File: src/rtl/imem_load_pkg.sv
// Shared types and default widths for the instruction-memory load controller.
package imem_load_pkg;

  localparam int ADDR_W_DEF = 5;
  localparam int DATA_W_DEF = 32;

  // Checksum is a wrapping sum over full instruction words.
  localparam int CSUM_W = DATA_W_DEF;

  typedef enum logic [2:0] {
    S_IDLE  = 3'd0,
    S_LOAD  = 3'd1,
    S_DRAIN = 3'd2,
    S_RUN   = 3'd3,
    S_ERR   = 3'd4
  } state_t;

endpackage

File: src/rtl/imem_load_timer.sv
// Idle-cycle watchdog for the load phase: a down-counter reloaded on clear,
// decremented on tick, flagging terminal count at zero.
module imem_load_timer #(
  parameter int TIMEOUT = 1024
) (
  input  logic clk,
  input  logic rst,
  input  logic clear,
  input  logic tick,
  output logic expired
);

  localparam int CW = (TIMEOUT > 1) ? $clog2(TIMEOUT) : 1;
  localparam logic [CW-1:0] TC_LOAD = CW'(TIMEOUT - 1);

  logic [CW-1:0] cnt;

  // Reload on clear; count down while idle, holding at zero.
  always_ff @(posedge clk) begin
    if (rst) begin
      cnt <= TC_LOAD;
    end else if (clear) begin
      cnt <= TC_LOAD;
    end else if (tick && (cnt != '0)) begin
      cnt <= cnt - 1'b1;
    end
  end

  // Zero means TIMEOUT-1 idle edges have already passed; the next idle edge times out.
  assign expired = (cnt == '0);

endmodule

File: src/rtl/imem_load_ctrl.sv
// Boot-time loader: streams host words into instruction memory, holds fetch
// in stall, then pulses fetch_rst for one cycle and releases fetch.
//
// state | meaning
// IDLE  | after reset, waiting for start
// LOAD  | accepting host words, writing instruction memory
// DRAIN | last write on the load port; fetch PC reset pulse
// RUN   | load complete, fetch running; start reloads
// ERR   | load aborted on idle timeout; start reloads
module imem_load_ctrl
  import imem_load_pkg::*;
#(
  parameter int ADDR_W  = ADDR_W_DEF,
  parameter int DATA_W  = DATA_W_DEF,
  parameter int TIMEOUT = 1024
) (
  input  logic              clk,
  input  logic              rst,
  input  logic              start,
  input  logic [ADDR_W:0]   load_len,
  input  logic              host_valid,
  input  logic [DATA_W-1:0] host_data,
  output logic              host_ready,
  output logic              load_mem_en,
  output logic [ADDR_W-1:0] load_mem_addr,
  output logic [DATA_W-1:0] load_mem_data,
  output logic              stall,
  output logic              fetch_rst,
  output logic              done,
  output logic              err,
  output logic [DATA_W-1:0] checksum
);

  localparam logic [ADDR_W:0] NUM_WORDS = {1'b1, {ADDR_W{1'b0}}};
  localparam logic [ADDR_W:0] ONE       = {{ADDR_W{1'b0}}, 1'b1};

  state_t          state, state_nxt;
  logic [ADDR_W:0] len;
  logic [ADDR_W:0] idx;
  logic [ADDR_W:0] len_sel;
  logic            accept;
  logic            last_word;
  logic            start_load;
  logic            timer_clear;
  logic            timer_tick;
  logic            timer_expired;

  // Handshake, restart qualification and length sanitising.
  always_comb begin
    accept      = host_valid && (state == S_LOAD);
    last_word   = ((idx + ONE) == len);
    start_load  = start && ((state == S_IDLE) || (state == S_RUN) || (state == S_ERR));
    len_sel     = ((load_len == '0) || (load_len > NUM_WORDS)) ? NUM_WORDS : load_len;
    timer_clear = start_load || accept;
    timer_tick  = (state == S_LOAD) && !accept;
  end

  imem_load_timer #(
    .TIMEOUT (TIMEOUT)
  ) u_timer (
    .clk     (clk),
    .rst     (rst),
    .clear   (timer_clear),
    .tick    (timer_tick),
    .expired (timer_expired)
  );

  // State register.
  always_ff @(posedge clk) begin
    if (rst) begin
      state <= S_IDLE;
    end else begin
      state <= state_nxt;
    end
  end

  // Next-state logic and state-decoded outputs.
  always_comb begin
    state_nxt  = state;
    host_ready = 1'b0;
    stall      = 1'b1;
    fetch_rst  = 1'b0;
    done       = 1'b0;
    err        = 1'b0;
    case (state)
      S_IDLE: begin
        if (start_load) state_nxt = S_LOAD;
      end
      S_LOAD: begin
        host_ready = 1'b1;
        if (accept) begin
          if (last_word) state_nxt = S_DRAIN;
        end else if (timer_expired) begin
          state_nxt = S_ERR;
        end
      end
      S_DRAIN: begin
        fetch_rst = 1'b1;
        state_nxt = S_RUN;
      end
      S_RUN: begin
        stall = 1'b0;
        done  = 1'b1;
        if (start_load) state_nxt = S_LOAD;
      end
      S_ERR: begin
        err = 1'b1;
        if (start_load) state_nxt = S_LOAD;
      end
      default: state_nxt = S_IDLE;
    endcase
  end

  // Word index, length latch, memory write port and checksum.
  always_ff @(posedge clk) begin
    if (rst) begin
      len           <= '0;
      idx           <= '0;
      load_mem_en   <= 1'b0;
      load_mem_addr <= '0;
      load_mem_data <= '0;
      checksum      <= '0;
    end else begin
      load_mem_en <= accept;
      if (start_load) begin
        len      <= len_sel;
        idx      <= '0;
        checksum <= '0;
      end else if (accept) begin
        idx           <= idx + ONE;
        load_mem_addr <= idx[ADDR_W-1:0];
        load_mem_data <= host_data;
        checksum      <= checksum + host_data;
      end
    end
  end

endmodule

File: config.mk
export PLATFORM = sky130hd
export DESIGN_NAME = imem_load_ctrl
export DESIGN_NICKNAME = d
export VERILOG_FILES = /design/src/rtl/imem_load_pkg.sv /design/src/rtl/imem_load_timer.sv /design/src/rtl/imem_load_ctrl.sv
export SDC_FILE = /design/constraint.sdc
export NUM_CORES = 1
export LEC_CHECK = 0
export ABC_AREA = 1
export CELL_PAD_IN_SITES_DETAIL_PLACEMENT = 0
export CELL_PAD_IN_SITES_GLOBAL_PLACEMENT = 1
export CORE_MARGIN = 2
export CORE_UTILIZATION = 37
export DETAILED_ROUTE_END_ITERATION = 6
export HOLD_SLACK_MARGIN = 0.08
export PLACE_DENSITY = 0.78
export SKIP_LAST_GASP = 1
export SYNTH_ARGS = -nofsm -noshare
export SYNTH_HDL_FRONTEND = slang
export SYNTH_HIERARCHICAL = 1
export SYNTH_SLANG_ARGS = --single-unit
export TNS_END_PERCENT = 50
File: constraint.sdc
create_clock -name clk -period 2.3 [get_ports clk]
set_clock_uncertainty 0.1 [all_clocks]
set_input_delay 0.46 -clock clk [delete_from_list [all_inputs] [get_ports clk]]
set_output_delay 0.46 -clock clk [all_outputs]
set_load 0.02 [all_outputs]
==> results of run 1 <==
critical path: stages, from the launching register on:
cell,delay (ns)
dfxtp_1,0.46
nand2_2,0.13
nor2_4,0.14
clkdlybuf4s50_1,0.62
worst max-delay path by stage:
stage               cells after the start           end
floorplan                              14  checksum[30]
global placement                       12  checksum[18]
detailed placement                     15  checksum[24]
CTS                                     3          done
global route                           13  checksum[25]
finish                                  3          done
per-stage QoR:
| stage | hold WS, ns | TNS [ns] | area (um2) | util |
|---|---|---|---|---|
| after floorplan | 0.354 | 0 | 6040 | - |
| after global placement | 0.353 | -6.91 | 7900 | 0.495 |
| after detailed placement | 0.355 | -7.37 | 7900 | 0.495 |
| after global routing | 0.341 | -0.225 | 8480 | 0.532 |
| final | 0.300 | 0 | 8480 | 0.532 |
| after CTS | 0.367 | 0 | 8190 | 0.514 |
state kept, by name (all words and copies together), names as in the netlist:
register and cells:
load_mem_data 32, len 6, idx 6, load_mem_en 1, checksum 32, u_timer/cnt 10, state 3, load_mem_addr 5
area by class of cell:
cell class / count / area [um2] / area share
clock buffer: 10 / 239 / 0.0282
timing repair buffer: 188 / 1750 / 0.206
inverter: 122 / 460 / 0.0543
sequential: 95 / 1900 / 0.224
tap: 216 / 270 / 0.0319
multi-input combinational: 689 / 3810 / 0.449
clock inverter: 6 / 51.3 / 0.00605
routing by layer:
layer	up-vias	part of all wire
li1	3314	-
met1	2773	0.50
met2	143	0.44
met3	18	0.047
met4	0	0.015
met5	-	0
power breakdown:
part           internal (mW)  switching (mW)  total [mW]
registers               1.90           0.218        2.12
clock network          0.784           0.725        1.51
logic                   1.41            1.86        3.27
total                   4.09            2.81        6.89
cells by family (layout without fill, tap and decap cells):
| family | after synthesis | after routing | share of synthesized area |
|---|---|---|---|
| adder cells (fa/ha/maj) | 34 | 34 | 0.0716 |
| AO/OA/AOI/OAI | 161 | 161 | 0.149 |
| XOR/XNOR | 23 | 23 | 0.0333 |
| flip-flops | 95 | 95 | 0.315 |
| buffers and inverters | 146 | 326 | 0.100 |
| AND/OR/NAND/NOR | 471 | 471 | 0.332 |
synthesized netlist by cell type:
cell      instances  area share
buf_6             2      0.0037
nand2_4           2      0.0037
nand3_1          50       0.041
o21a_1           12       0.015
a21o_1            2      0.0025
buf_2             7      0.0058
nor3_4            2      0.0054
buf_4             8      0.0099
dfxtp_1          95        0.31
inv_2             3      0.0019
nor3b_1           2      0.0025
nand3_2           1      0.0017
nand4_1           7      0.0072
o21ai_1          14       0.012
nand2_2           4      0.0041
o32ai_1           1      0.0014
nor2_8            2      0.0066
and2_1            2      0.0021
o21ai_0          30       0.025
nor2_4            2      0.0037
nor4_1            1      0.0010
o21bai_1         18       0.022
xnor2_1           6      0.0087
or2_2             3      0.0031
buf_1             1     0.00062
o21bai_2          1      0.0019
or2_4             1      0.0014
xor2_1           17       0.025
nor2_2            3      0.0031
o211ai_1          1      0.0012
a21oi_1          82       0.068
fa_1              1      0.0033
nor2_1           77       0.048
nand3b_1          3      0.0037
clkbuf_1          6      0.0037
ha_1             33       0.068
inv_1           118       0.073
inv_4             1      0.0010
nand2_1         303        0.19
nor3_1            6      0.0050
what timing repair did:
action,in CTS,in global routing
setup endpoints to repair,1,25
gates resized for setup,1,56
pin swaps,0,3
buffers inserted,0,1
hold endpoints to repair,0,0
==> qor.csv, run 1 <==
metric;value;unit
routed_wl;18000;um
slew_headroom;0.480;
ys_warn_count;6;
hold_path.class;in -> reg;
crit_path_max_fanout;4;
route.detailed.drc;0;
start_kind;register;
cellPowerDensity;813;mW/mm2
rr_worst_depth;12;
synth_nets;1006;
most-common-layout-cells;293 x nand2_1, 118 x inv_1, 109 x clkdlybuf4s50_1;
crit_required;1.74;ns
period_needed;2.27;ns
syn_inst;930;
fillers;1657;
antenna_left;0;
ys_seq_area_frac;0.315;
use_met1;0.292;
cp-end-kind;primary output;
cts_buffers;9;
antenna_found_initial;0;
grt_start_max_net_pins;43;
die_y;132;um
hpwl;13900;um
worst_slew_pin_slew;0.777;ns
yosys_register_bits;95;
fp.dieArea;0.0174;mm2
status;completed;
r2r_slack;0.24;ns
vias_per_cell;4.71;
ios;117;
rsz0062_at_grt;true;
min_to;load_mem_data[0];
final_common_cell;nand2_1;
h-tree-depth;3;
cts-root-buf;clkbuf_16;
clockBufferDepth;2;
min_from;host_data[0];
ir_drop;0.392;mV
route.vias.total;6248;
area_delta_synth_final;40.3;%
antenna_cells;0;
maxCapViolations;0;
hold_depth;3;
avgSynthCellArea;6.50;um2
grt.busiest_layer;met2;
grt-ovfl-total;0;
ys_types;40;
reg2reg_to;checksum[25];
power.leakage;4.02;nW
setup_ws;0.0329;ns
cts_hold_buf;0;
place_ws;-0.353;ns
synth_area;0.00604;mm2
cp-startpoint;state[1];
dp.cells;1309;
port_buffers;116;
drive_gt1_frac;0.145;
track_usage;0.206;
drt_iter0_drc;369;
hold_viol;0;
path_clk_slew;0.07;ns
instances_no_fill;1326;
rr_startpoint;checksum[2];
crit_arrival;1.71;ns
maxSlewViolCount;0;
cts_tree;done;
setup_viol_count_final;0;
num_rows;46;
final_nets;1181;
start_util;0.379;
routabilityCongestion;0.905;
max_freq;441;MHz
crit_type;reg -> out;
drt_pass1_iterations;5;
core-area;0.0159;mm2
grt_util_met3;0.0300;
grt_pass1_vias;5787;
avgRoutedWirePerCell;13.6;um
fin_crit_sh;0.986;
die_x;132;um
clock_latency;0.36;ns
grt_pass1_wl;29300;um
gr-usage-met2;0.327;
power.total;6.89;mW
cts.sinks;95;
(Power assumes the default switching activity.)
==> run 2: changes to the inputs <==
--- a/config.mk
+++ b/config.mk
@@ -18,4 +18,4 @@
 export SYNTH_HDL_FRONTEND = slang
 export SYNTH_HIERARCHICAL = 1
 export SYNTH_SLANG_ARGS = --single-unit
-export TNS_END_PERCENT = 50
+export TNS_END_PERCENT = 5
==> constraint.sdc (replaced) <==
create_clock -name clk -period 2.3 [get_ports clk]
set_clock_uncertainty 0.1 [all_clocks]
set_input_delay 0.46 -clock clk [delete_from_list [all_inputs] [get_ports clk]]
set_output_delay 0.46 -clock clk [all_outputs]
set_load 0.1 [all_outputs]
==> run 2 against run 1 <==
Sequential share of layout area grew 0.89 points. First-iteration DRC count shrank 23%. Sequential power is essentially flat. Largest cell class unchanged. Combinational power grew 35%. Core utilization shrank 1.9 points. Clock-buffer cell count shrank 1. Flip-flop and latch count is the same. Setup slack gained 0.034 ns. Non-clock buffer count grew 2. Hold slack gained 0.066 ns. Largest power group unchanged.
==> qor.csv, run 2 (synthesis results as in run 1) <==
metric;value;unit;change
status;completed;;unchanged
final_util;0.512;;was 0.532
start_util;0.379;;unchanged
maxSlewViolCount;0;;unchanged
route.vias.total;6204;;was 6248
start_kind;input pin;;was register
antenna_found_initial;0;;unchanged
power.total;8.01;mW;was 6.89 mW
rr_worst_depth;13;;was 12
fp.dieArea;0.0174;mm2;unchanged
cts_buffers;9;;unchanged
route.detailed.drc;0;;unchanged
cellPowerDensity;980;mW/mm2;was 813 mW/mm2
area_delta_synth_final;35.2;%;was 40.3%
worst_slew_pin_slew;0.724;ns;was 0.777 ns
cp_common_cell;nand2_1;;
clockBufferDepth;2;;unchanged
crit_slowest_cell;clkdlybuf4s50_1;;unchanged
top_regs;checksum (32), load_mem_data (32), u_timer/cnt (10);;unchanged
crit_path_max_fanout;4;;unchanged
power.leakage;4.13;nW;was 4.02 nW
die_x;132;um;unchanged
cts.sinks;95;;unchanged
ir_drop;0.763;mV;was 0.392 mV
cts_setup_buffers;0;;unchanged
maxCapViolations;0;;unchanged
slew_headroom;0.515;;was 0.480
fin_crit_sh;0.971;;was 0.986
cpLargestDelayFamily;simple AND/OR/NAND/NOR gates;;was buffers and inverters
clock_latency;0.35;ns;was 0.36 ns
crit_type;in -> reg;;was reg -> out
post_cts_resized;0;;was 1
final_common_cell;nand2_1;;unchanged
hold_viol;0;;unchanged
period_needed;2.23;ns;was 2.27 ns
vias_per_cell;4.67;;was 4.71
grt_pass1_vias;5827;;was 5787
drt_pass1_iterations;4;;was 5
cts-root-buf;clkbuf_16;;unchanged
grt_pass1_wl;29300;um;about the same
hold_path.class;reg -> reg;;was in -> reg
cts_tree;done;;unchanged
r2r_slack;0.28;ns;was 0.24 ns
drt_iter0_drc;283;;was 369
antenna_left;0;;unchanged
min_from;load_mem_data[25];;was host_data[0]
antenna_cells;0;;unchanged
final_nets;1183;;was 1181
hpwl;13900;um;about the same
most-common-layout-cells;300 x nand2_1, 142 x buf_4, 118 x inv_1;;was 293 x nand2_1, 118 x inv_1, 109 x clkdlybuf4s50_1
holdWs;0.365;ns;was 0.300 ns
crit_arrival;2.43;ns;was 1.71 ns
ios;117;;unchanged
track_usage;0.206;;about the same
routabilityCongestion;0.915;;was 0.905
path_clk_slew;0.08;ns;was 0.07 ns
routed_wl;17800;um;was 18000 um
h-tree-depth;3;;unchanged
setup_viol_count_final;0;;unchanged
path_cells;clkdlybuf4s50_1, ha_1, nand2_1, inv_1, nand2_1, nor3_1, nand2_1, nand2_2, nand2_1, nand2_1, nand2_1, nand2_1, nand2_1, a21oi_1;;was nand2_2, nor2_4, clkdlybuf4s50_1
cts_hold_buf;0;;unchanged
fin_tns_setup;0;ns;unchanged
crit_required;2.49;ns;was 1.74 ns
die_y;132;um;unchanged
hold_depth;2;;was 3
rsz0062_at_grt;true;;unchanged
grt_start_max_net_pins;42;;was 43
drive_gt1_frac;0.192;;was 0.145
grt-ovfl-total;0;;unchanged
avgRoutedWirePerCell;13.4;um;was 13.6 um
num_rows;46;;unchanged
core-area;0.0159;mm2;unchanged
min_to;load_mem_data[25];;was load_mem_data[0]
cpPeakStageDelay;0.45;ns;was 0.62 ns
worst-path-buf-inv;2;;was 1
port_buffers;116;;unchanged
cp-end-kind;register;;was primary output
reg2reg_to;checksum[31];;was checksum[25]
max_freq;448;MHz;was 441 MHz
rr_startpoint;checksum[7];;was checksum[2]
[run 2: worst max path at each step]
| stage | slack, ns | end | depth (start not counted) | startpoint |
|---|---|---|---|---|
| global route | -0.06 | checksum[21] | 12 | host_data[10] |
| global placement | -0.38 | checksum[28] | 12 | host_data[9] |
| CTS | 0.03 | checksum[28] | 12 | host_data[5] |
| floorplan | -0.14 | checksum[20] | 11 | checksum[7] |
| finish | 0.07 | checksum[31] | 14 | host_data[10] |
| detailed placement | -0.34 | checksum[28] | 12 | host_data[9] |
[run 2: layer usage]
metal  global-route usage  part of all wire
met4               0.0507             0.011
met2                0.328              0.44
met1                0.287              0.50
met3               0.0400             0.047
met5                    0                 0
[run 2: worst min-delay path: stages, from the launching register on]
cell and delay (ns):
dfxtp_1 0.31, nand2_1 0.06, a21oi_1 0.05
[run 2: stage by stage]
| stage | setup slack, ns | instances | area [um2] |
|---|---|---|---|
| after global routing | -0.0638 | 1328 | 8170 |
| after detailed placement | -0.340 | 1312 | 7790 |
| after global placement | -0.385 | 1312 | 7790 |
| after CTS | 0.0345 | 1328 | 8080 |
| final | 0.0673 | 1328 | 8170 |
| after floorplan | -0.140 | 930 | 6050 |
[run 2: cell type report]
class	count	area [um2]
Inverter	122	460
Clock buffer	9	225
Tap cell	216	270
Timing Repair Buffer	190	1610
Multi-Input combinational cell	689	3630
Clock inverter	7	62.6
Sequential cell	95	1910
Fill cell	1666	7770
[run 2: power by group]
group | internal, mW | leakage [nW] | switching (mW) | total, mW
Sequential | 1.90 | 0.773 | 0.208 | 2.11
Clock | 0.760 | 0.144 | 0.739 | 1.50
Combinational | 1.37 | 3.21 | 3.03 | 4.41
